<file path="src/rtl/onewire_pkg.sv">
// Shared types and default timing for the 1-Wire byte sequencer.
// Default slot timing matches Master_tx: 6-cycle write-1 low, 60-cycle write-0 low.
package onewire_pkg;

    typedef enum logic [2:0] {
        IDLE     = 3'd0,
        RST_LOW  = 3'd1,
        RST_WAIT = 3'd2,
        BIT_SLOT = 3'd3,
        RECOVER  = 3'd4
    } ow_state_e;

    localparam int MTX_WRITE1_LOW           = 6;
    localparam int MTX_WRITE0_LOW           = 60;

    localparam int DEF_SLOT_CYCLES          = 70;
    localparam int DEF_RECOVERY_CYCLES      = 2;
    localparam int DEF_RESET_LOW_CYCLES     = 480;
    localparam int DEF_RESET_RELEASE_CYCLES = 480;
    localparam int DEF_PRESENCE_SAMPLE      = 70;

    function automatic int max2(input int a, input int b);
        return (a > b) ? a : b;
    endfunction

    function automatic int timer_width(input int slot, input int rec, input int rlow,
                                       input int rrel, input int psamp);
        int m;
        m = max2(max2(slot, rec), max2(max2(rlow, rrel), psamp));
        return $clog2(m) + 1;
    endfunction

endpackage

</file>
<file path="src/rtl/onewire_slot_timer.sv">
// Loadable down-counter shared by every timed state of the sequencer.
// expire_o is high while the count sits at zero, i.e. on the last cycle of a window.
module onewire_slot_timer #(
    parameter int CNT_W = 10
) (
    input  logic             clk_i,
    input  logic             rst_ni,
    input  logic             load_i,
    input  logic [CNT_W-1:0] load_val_i,
    output logic [CNT_W-1:0] value_o,
    output logic             expire_o
);

    logic [CNT_W-1:0] cnt_q;
    logic [CNT_W-1:0] cnt_d;

    always_comb begin
        cnt_d = cnt_q;
        if (load_i) begin
            cnt_d = load_val_i;
        end else if (cnt_q != '0) begin
            cnt_d = cnt_q - 1'b1;
        end
    end

    always_ff @(posedge clk_i or negedge rst_ni) begin
        if (!rst_ni) begin
            cnt_q <= '0;
        end else begin
            cnt_q <= cnt_d;
        end
    end

    assign value_o  = cnt_q;
    assign expire_o = (cnt_q == '0);

endmodule

</file>
<file path="src/rtl/onewire_byte_sequencer.sv">
// Command-level 1-Wire controller: optional reset/presence, then 8 bits LSB-first
// into Master_tx, with bit slots timed locally since Master_tx reports no completion.
module onewire_byte_sequencer
    import onewire_pkg::*;
#(
    parameter int SLOT_CYCLES          = DEF_SLOT_CYCLES,
    parameter int RECOVERY_CYCLES      = DEF_RECOVERY_CYCLES,
    parameter int RESET_LOW_CYCLES     = DEF_RESET_LOW_CYCLES,
    parameter int RESET_RELEASE_CYCLES = DEF_RESET_RELEASE_CYCLES,
    parameter int PRESENCE_SAMPLE      = DEF_PRESENCE_SAMPLE
) (
    input  logic       clk,
    input  logic       rst,
    input  logic       cmd_valid,
    output logic       cmd_ready,
    input  logic [7:0] cmd_data,
    input  logic       cmd_reset,
    input  logic       bus_in,
    output logic       tx_bit,
    output logic       tx_ready,
    output logic       reset_drive_low,
    output logic       busy,
    output logic       done,
    output logic       presence,
    output logic       error
);

    localparam int CNT_W = timer_width(SLOT_CYCLES, RECOVERY_CYCLES, RESET_LOW_CYCLES,
                                       RESET_RELEASE_CYCLES, PRESENCE_SAMPLE);

    localparam logic [CNT_W-1:0] SLOT_LOAD = CNT_W'(SLOT_CYCLES - 1);
    localparam logic [CNT_W-1:0] REC_LOAD  = CNT_W'(RECOVERY_CYCLES - 1);
    localparam logic [CNT_W-1:0] RLOW_LOAD = CNT_W'(RESET_LOW_CYCLES - 1);
    localparam logic [CNT_W-1:0] RREL_LOAD = CNT_W'(RESET_RELEASE_CYCLES - 1);
    // Timer counts down, so release-window index k corresponds to value RREL_LOAD-k.
    localparam logic [CNT_W-1:0] PSAMP_VAL = CNT_W'(RESET_RELEASE_CYCLES - 1 - PRESENCE_SAMPLE);

    ow_state_e        state_q, state_d;
    logic [7:0]       byte_q, byte_d;
    logic [2:0]       bit_q, bit_d;
    logic             presence_q, presence_d;
    logic             error_q, error_d;
    logic             done_q, done_d;

    logic             tmr_load;
    logic [CNT_W-1:0] tmr_load_val;
    logic [CNT_W-1:0] tmr_value;
    logic             tmr_expire;

    onewire_slot_timer #(
        .CNT_W (CNT_W)
    ) u_timer (
        .clk_i      (clk),
        .rst_ni     (rst),
        .load_i     (tmr_load),
        .load_val_i (tmr_load_val),
        .value_o    (tmr_value),
        .expire_o   (tmr_expire)
    );

    always_comb begin
        state_d      = state_q;
        byte_d       = byte_q;
        bit_d        = bit_q;
        presence_d   = presence_q;
        error_d      = error_q;
        done_d       = 1'b0;
        tmr_load     = 1'b0;
        tmr_load_val = SLOT_LOAD;

        case (state_q)
            IDLE: begin
                if (cmd_valid) begin
                    byte_d   = cmd_data;
                    bit_d    = 3'd0;
                    error_d  = 1'b0;
                    tmr_load = 1'b1;
                    if (cmd_reset) begin
                        presence_d   = 1'b0;
                        tmr_load_val = RLOW_LOAD;
                        state_d      = RST_LOW;
                    end else begin
                        tmr_load_val = SLOT_LOAD;
                        state_d      = BIT_SLOT;
                    end
                end
            end
            RST_LOW: begin
                if (tmr_expire) begin
                    tmr_load     = 1'b1;
                    tmr_load_val = RREL_LOAD;
                    state_d      = RST_WAIT;
                end
            end
            RST_WAIT: begin
                if (tmr_value == PSAMP_VAL) begin
                    presence_d = ~bus_in;
                end
                if (tmr_expire) begin
                    // Decide on presence_d so a sample on the final window cycle still counts.
                    if (!presence_d) begin
                        state_d = IDLE;
                        done_d  = 1'b1;
                        error_d = 1'b1;
                    end else begin
                        tmr_load     = 1'b1;
                        tmr_load_val = SLOT_LOAD;
                        state_d      = BIT_SLOT;
                    end
                end
            end
            BIT_SLOT: begin
                if (tmr_expire) begin
                    tmr_load     = 1'b1;
                    tmr_load_val = REC_LOAD;
                    state_d      = RECOVER;
                end
            end
            RECOVER: begin
                if (tmr_expire) begin
                    if (bit_q == 3'd7) begin
                        state_d = IDLE;
                        done_d  = 1'b1;
                    end else begin
                        bit_d        = bit_q + 3'd1;
                        tmr_load     = 1'b1;
                        tmr_load_val = SLOT_LOAD;
                        state_d      = BIT_SLOT;
                    end
                end
            end
            default: begin
                state_d = IDLE;
            end
        endcase
    end

    always_ff @(posedge clk or negedge rst) begin
        if (!rst) begin
            state_q    <= IDLE;
            byte_q     <= 8'h00;
            bit_q      <= 3'd0;
            presence_q <= 1'b0;
            error_q    <= 1'b0;
            done_q     <= 1'b0;
        end else begin
            state_q    <= state_d;
            byte_q     <= byte_d;
            bit_q      <= bit_d;
            presence_q <= presence_d;
            error_q    <= error_d;
            done_q     <= done_d;
        end
    end

    // Strobes decode straight from state so an asynchronous reset drops them at once.
    assign cmd_ready       = (state_q == IDLE);
    assign busy            = (state_q != IDLE);
    assign reset_drive_low = (state_q == RST_LOW);
    assign tx_ready        = (state_q == BIT_SLOT) && (tmr_value == SLOT_LOAD);
    assign tx_bit          = (state_q == BIT_SLOT) ? byte_q[bit_q] : 1'b0;
    assign done            = done_q;
    assign presence        = presence_q;
    assign error           = error_q;

endmodule

</file>
<file path="config.mk">
export PLATFORM = sky130hd
export DESIGN_NAME = onewire_byte_sequencer
export DESIGN_NICKNAME = d
export VERILOG_FILES = /design/src/rtl/onewire_pkg.sv /design/src/rtl/onewire_slot_timer.sv /design/src/rtl/onewire_byte_sequencer.sv
export SDC_FILE = /design/constraint.sdc
export NUM_CORES = 1
export LEC_CHECK = 0
export CAP_MARGIN = 20
export CORE_AREA = 8 8 62 64
export CTS_BUF_LIST = sky130_fd_sc_hd__clkbuf_16
export CTS_CLUSTER_SIZE = 14
export DETAILED_ROUTE_END_ITERATION = 7
export DIE_AREA = 0 0 70 72
export PLACE_DENSITY = 0.82
export SLEW_MARGIN = 30
export SYNTH_ARGS = -nofsm -noshare
export SYNTH_HDL_FRONTEND = slang
export SYNTH_SLANG_ARGS = --single-unit
</file>
<file path="constraint.sdc">
create_clock -name clk -period 4.7 [get_ports clk]
set_input_delay 0.705 -clock clk [delete_from_list [all_inputs] [get_ports clk]]
set_output_delay 0.705 -clock clk [all_outputs]
set_load 0.01 [all_outputs]
</file>
==> results of run 1 <==
[area by class of cell]
| class | count | share of cell area [%] |
|---|---|---|
| repair buffers | 22 | 11.4 |
| clock inverters | 1 | 0.198 |
| inverters | 3 | 0.595 |
| well taps | 33 | 2.18 |
| multi-input cells | 132 | 46.0 |
| clock buffers | 3 | 3.97 |
| flip-flops and latches | 27 | 35.7 |
[worst register-to-register path, delay by kind of cell (launching register included)]
family,cells,cell delay [ps]
DFF,1,440
adders and majority gates,2,420
and+or+nand+nor,3,1090
muxes,1,270
[path summary, 6_finish.rpt]
path / slack (ps) / cells past startpoint / to / startpoint
min reg2reg: 480 / 2 / byte_q[5] / byte_q[5]
max reg2reg: 2360 / 6 / bit_q[0] / bit_q[0]
max: 1800 / 4 / tx_ready / state_q[0]
max in group asynchronous: 3640 / 2 / done / rst
min in group asynchronous: 810 / 2 / u_timer.value_o[1] / rst
min: 480 / 2 / byte_q[5] / byte_q[5]
[registers in the layout, summed over array words and instances (netlist names)]
| signal | count |
|---|---|
| byte_q | 8 |
| bit_q | 3 |
| error | 1 |
| state_q | 3 |
| presence | 1 |
| done | 1 |
| u_timer.value_o | 10 |
[kinds of logic (layout without fill, tap and decap cells)]
| group | count (synthesis) | in the layout | synth area share [%] |
|---|---|---|---|
| multiplexers | 5 | 5 | 4.80 |
| XOR/XNOR | 5 | 5 | 2.75 |
| AO/OA/AOI/OAI | 34 | 34 | 14.5 |
| buffers and inverters | 10 | 29 | 2.83 |
| flip-flops | 27 | 27 | 42.5 |
| AND/OR/NAND/NOR | 83 | 83 | 28.7 |
| adder cells (fa/ha/maj) | 5 | 5 | 3.93 |
[metal layers]
layer  up-vias  track usage (%)  share of wire, %  wire [um]
li1        652                -                 -          -
met1       643             19.3                44       1570
met2        49             25.1                50       1790
met3         4             2.86               5.9        212
met4         0             4.91              0.94         34
met5         -                0                 0          0
[report_power, final]
part | leakage, nW | internal, mW | switching (mW)
clock network | 0.0423 | 0.114 | 0.0803
registers | 0.331 | 0.330 | 0.124
logic | 0.421 | 0.212 | 0.223
[per-stage QoR]
step | instances | hold slack (ps) | setup WS [ps]
after CTS | 221 | 484 | 1780
after detailed placement | 217 | 467 | 2060
final | 221 | 478 | 1800
after global placement | 217 | 457 | 2110
after global routing | 221 | 500 | 1670
after floorplan | 169 | 409 | 2520
[cell usage in the layout (no fill, tap or decap), drive strengths merged, types with 3 or more instances in the layout]
cell	synthesis	final
nor3	6	6
nand2b	4	4
ha	5	5
or3	3	3
clkdlybuf4s50	0	20
nand2	34	34
nor4	4	4
dfrtp	27	27
clkbuf	6	3
nor2b	4	4
o21ai	10	10
xor2	3	3
nand3b	3	3
a21oi	7	7
nor2	11	11
o31ai	5	5
inv	3	4
==> results.toml, run 1 <==
[run_status]
run_status = "completed"

[critical_path]
data_arrival_at_the_endpoint_of_the_critical_path_ps = 2200
cells_along_the_critical_path = "nor2b_1 -> nand2_1 -> nor4_1 -> clkdlybuf4s50_1"
delay_heaviest_family_cp = "simple AND/OR/NAND/NOR gates"
crit_path_top_delay_cell = "sky130_fd_sc_hd__clkdlybuf4s50_1"
path_class = "reg -> out"
cp.buffers_inverters = 1
critical_path_required_ps = 3990
critPathMaxFanout = 13
cp_slowest_stage_delay_ps = 580
crit_path_end_kind = "primary output"
critical_path_source_type = "register"

[sta]
finalWorstPathRequiredPeriod_ps = 2900
final-hold-violation-count = 0
fmaxAchievable_mhz = 344
finalClockSkew_ps = 4.03
setup-tns-final_ps = 0
rsz0062_at_grt = "false"
slew_viol_final = 0
timing_worst_slew_pin_value_ps = 680
max-slew-margin-rel_pct = 54.3
final.period_utilization_pct = 61.8
finalSetupViolCount = 0

[synthesis]
synth_cells = 169
synth_top_area_cell = "sky130_fd_sc_hd__dfrtp_1"
synth_seq_area_share_pct = 42.5
synth.cell_area_um2 = 1590
synth-edff-count = 0
syn-num-nets = 187
synth-async-reset-ratio_pct = 100
postSynth.topFlopCell = "sky130_fd_sc_hd__dfrtp_1"
synth_area_leaders = "sky130_fd_sc_hd__dfrtp_1 (42%), sky130_fd_sc_hd__nand2_1 (8.0%), sky130_fd_sc_hd__ha_1 (3.9%)"
ys_warn_count = 0
synthDominantCellAreaShare_pct = 42.5
postSynthRegisterBits = 27
syn_avg_cell_area_um2 = 9.42
yosysMostFrequentCell = "sky130_fd_sc_hd__nand2_1"
synth.distinct_cells = 43
synth_commonest_cells = "sky130_fd_sc_hd__nand2_1 (34), sky130_fd_sc_hd__dfrtp_1 (27), sky130_fd_sc_hd__nor2_1 (11), sky130_fd_sc_hd__o21ai_0 (10), sky130_fd_sc_hd__a21oi_1 (7)"

[drt]
detail_route.wl_per_cell_um = 16.4
drt_initial_violations = 124
route.detailed.drc = 0
drtAntennaViolNets = 0
wirelength_mm = 3.62
dr_pass1_iterations = 4
total_via_count_in_the_routed_design = 1348
post_drt_via_cell_ratio = 6.10

[global_route]
initial_antenna_violation_count = 0
first_global_vias = 1391
grt.overflow.total = 0
grt_max_degree = 28
grtUsageTotal_pct = 15.1
grt_pass1_wl_mm = 6.40

[clock_tree]
clock_latency_at_the_later_pin_of_the_worst_skew_pair_ps = 260
cts_buffers = 3
cts_tree = "built"
cts.reportedPaths.clkPinSlew_ps = 60
cts-resized-gates = 0
cts_hold_repair.buffers = 0
deepest_level_of_the_cts_h_tree = 1
cts_sinks = 27
cts_buffer_depth = 2
cts_post_setup_buffers_inserted = 0
cts_root_buffer = "sky130_fd_sc_hd__clkbuf_16"

[floorplanning]
die_w_um = 70
dieHeight_um = 72
ioPinCount = 21
coreArea_um2 = 2900
number_of_core_rows = 20
die_area_um2 = 5040
floorplan.initialDensity_pct = 54.8

[layout]
nNetsFinal = 207
utilization_pct = 65.2
final_layout_size_suffix_gt1_share_pct = 8.51
insertedDiodeCount = 0
stdcell_area_um2 = 1890
flow.area_growth_from_synthesis_pct = 18.9
seqCellArea_um2 = 676
filler_cell_count = 241
area_of_the_multi_input_gates_um2 = 871

[power_and_ir_drop]
power_per_cell_area_nw_per_um2 = 572
total_power_mw = 1.08
total_leakage_power_nw = 0.794
ir_worst_vdd_v = 0.000320

[placed_design]
gp_routability_congestion = 0.885
detailed_place_hpwl_mm = 2.66
io_buffers = 20
place_area_um2 = 1810

[run]
drv.max_cap_violation_count = 0

[worst_hold_path]
min-delay-path-class = "reg -> reg"
(Power assumes the default switching activity.)
==> run 2: changes to the inputs <==
- CORE_AREA: 8 8 62 64 -> 8 8 64 66
- DIE_AREA: 0 0 70 72 -> 0 0 72 74
- PLACE_DENSITY: 0.82 -> 0.78
- clock period: 4.7 -> 2.7 ns (I/O delays scaled with it)
==> run 2 against run 1 <==
  * Critical path depth is 1 lower
  * Non-clock buffer count is 4 higher
  * Worst hold slack worse by 5.7 ps
  * Via count is 2.3% higher
  * Core utilization is 4.2 points lower
  * Final cell count is 7.7% higher
  * Global-route usage is 0.35 points higher
  * Count of clock-buffer cells in the layout stayed put
  * Critical path type unchanged
  * Largest cell class unchanged
  * Largest power group is now combinational cells
==> results.toml, run 2 (synthesis results as in run 1) <==
[power_and_ir_drop]
power_switching_share_pct = 39.6
p_sw_mw = 0.757
comb_power_share_pct = 42.0
intPower_mw = 1.15
part_of_the_total_power_dissipated_in_sequential_elements_pct = 40.7
total_leakage_power_nw = 0.814
total_power_mw = 1.91
share_of_power_burned_in_the_clock_network_pct = 17.3
power_per_cell_area_nw_per_um2 = 985
ir_worst_vdd_v = 0.000352

[clock_tree]
cts-resized-gates = 0
deepest_level_of_the_cts_h_tree = 1
cts_hold_repair.buffers = 0
cts_buffers = 3
cts_post_setup_buffers_inserted = 0
cts_tree = "built"
cts_buffer_depth = 2
cts_sinks = 27
cts.reportedPaths.clkPinSlew_ps = 60
cts_root_buffer = "sky130_fd_sc_hd__clkbuf_16"
clock_latency_at_the_later_pin_of_the_worst_skew_pair_ps = 260

[drt]
wirelength_mm = 3.69
drt_initial_violations = 175
route.detailed.drc = 0
dr_pass1_iterations = 4
detail_route.wl_per_cell_um = 15.5
drtAntennaViolNets = 0
total_via_count_in_the_routed_design = 1379
post_drt_via_cell_ratio = 5.79

[critical_path]
critical_path_source_type = "register"
critical_path_required_ps = 2300
critPathMaxFanout = 5
path_class = "reg -> out"
data_arrival_at_the_endpoint_of_the_critical_path_ps = 2170
crit_path_end_kind = "primary output"

[global_route]
grt_max_degree = 28
grtUsageTotal_pct = 15.5
first_global_vias = 1435
grt_pass1_wl_mm = 6.53
grt.overflow.total = 0
initial_antenna_violation_count = 0

[sta]
final.period_utilization_pct = 95.4
hold-worst-slack_ps = 472
max-slew-margin-rel_pct = 60.2
setup-tns-final_ps = 0
finalWorstPathRequiredPeriod_ps = 2580
fmaxAchievable_mhz = 388
timing_worst_slew_pin_value_ps = 593
finalClockSkew_ps = 2.25
finalSetupViolCount = 0
final-hold-violation-count = 0
slew_viol_final = 0
rsz0062_at_grt = "false"

[floorplanning]
die_area_um2 = 5330
ioPinCount = 21
dieHeight_um = 74
floorplan.initialDensity_pct = 50.1
number_of_core_rows = 21
die_w_um = 72
coreArea_um2 = 3180

[layout]
stdcell_area_um2 = 1940
most-common-layout-cells = "sky130_fd_sc_hd__nand2_1 (34), sky130_fd_sc_hd__dfrtp_1 (27), sky130_fd_sc_hd__clkdlybuf4s50_1 (20), sky130_fd_sc_hd__nor2_1 (11), sky130_fd_sc_hd__o21ai_0 (10)"
insertedDiodeCount = 0
commonest_non_fill_non_tap_cell_in_the_layout = "sky130_fd_sc_hd__nand2_1"
largest_register_ffs = 10
finalNonFillerCells = 238
flow.area_growth_from_synthesis_pct = 21.9
filler_cell_count = 252
nNetsFinal = 211
final_layout_size_suffix_gt1_share_pct = 10.4

[placed_design]
gp_routability_congestion = 0.936
detailed_place_hpwl_mm = 2.77
place_area_um2 = 1860
placed_cells_incl_taps = 234
io_buffers = 20

[worst_hold_path]
min-delay-path-class = "reg -> reg"

[run_status]
run_status = "completed"

[run]
drv.max_cap_violation_count = 0
## run 2: cell types whose count changed in the layout (fill, tap and decap cells not counted)
cell	previous run	this run
sky130_fd_sc_hd__buf_4	2	6
## run 2: final timing paths
path | from | to | slack [ps] | depth (start not counted)
setup / recovery | u_timer.value_o[8] | tx_ready | 120 | 3
hold / removal | byte_q[2] | byte_q[2] | 470 | 2
setup reg to reg | bit_q[0] | u_timer.value_o[1] | 530 | 6
hold reg to reg | byte_q[2] | byte_q[2] | 470 | 2
max in group asynchronous | rst | byte_q[1] | 1930 | 2
min in group asynchronous | rst | u_timer.value_o[0] | 510 | 2
## run 2: metrics by stage
stage / setup WS (ps) / utilization, %
final: 123 / 61.0
after global routing: 26.9 / 61.0
after CTS: 110 / 61.0
after detailed placement: 379 / 58.5
after global placement: 432 / 58.5
after floorplan: 522 / -
## run 2: metal layers
metal  vias up  track usage [%]  part of all wire (%)
met4         0             7.03                   1.9
met5         -                0                     0
met2        42             25.0                    50
li1        660                -                     -
met3        10             4.72                   6.4
met1       667             18.6                    42
## run 2: final cells by class
type | count | area [um^2] | area share, %
well taps | 46 | 57.6 | 2.97
multi-input cells | 132 | 871 | 44.9
repair buffers | 26 | 245 | 12.6
flip-flops and latches | 27 | 676 | 34.8
clock buffers | 3 | 75.1 | 3.87
clock inverters | 1 | 3.75 | 0.194
inverters | 3 | 11.3 | 0.581
## run 2: critical path: stages, from the launching register on
cell and delay (ps):
sky130_fd_sc_hd__dfrtp_1 430, sky130_fd_sc_hd__or4_4 610, sky130_fd_sc_hd__nor4_1 290, sky130_fd_sc_hd__clkdlybuf4s50_1 580
## run 2: power by group through the flow
| stage | Clock, mW | Combinational [mW] | Sequential (mW) |
|---|---|---|---|
| final | 0.331 | 0.802 | 0.777 |
| after global routing | 0.356 | 0.902 | 0.805 |
| after CTS | 0.337 | 0.801 | 0.769 |
| after detailed placement | 0 | 0.795 | 0.775 |
| after global placement | 0 | 0.766 | 0.763 |
| after floorplan | 0 | 0.619 | 0.706 |
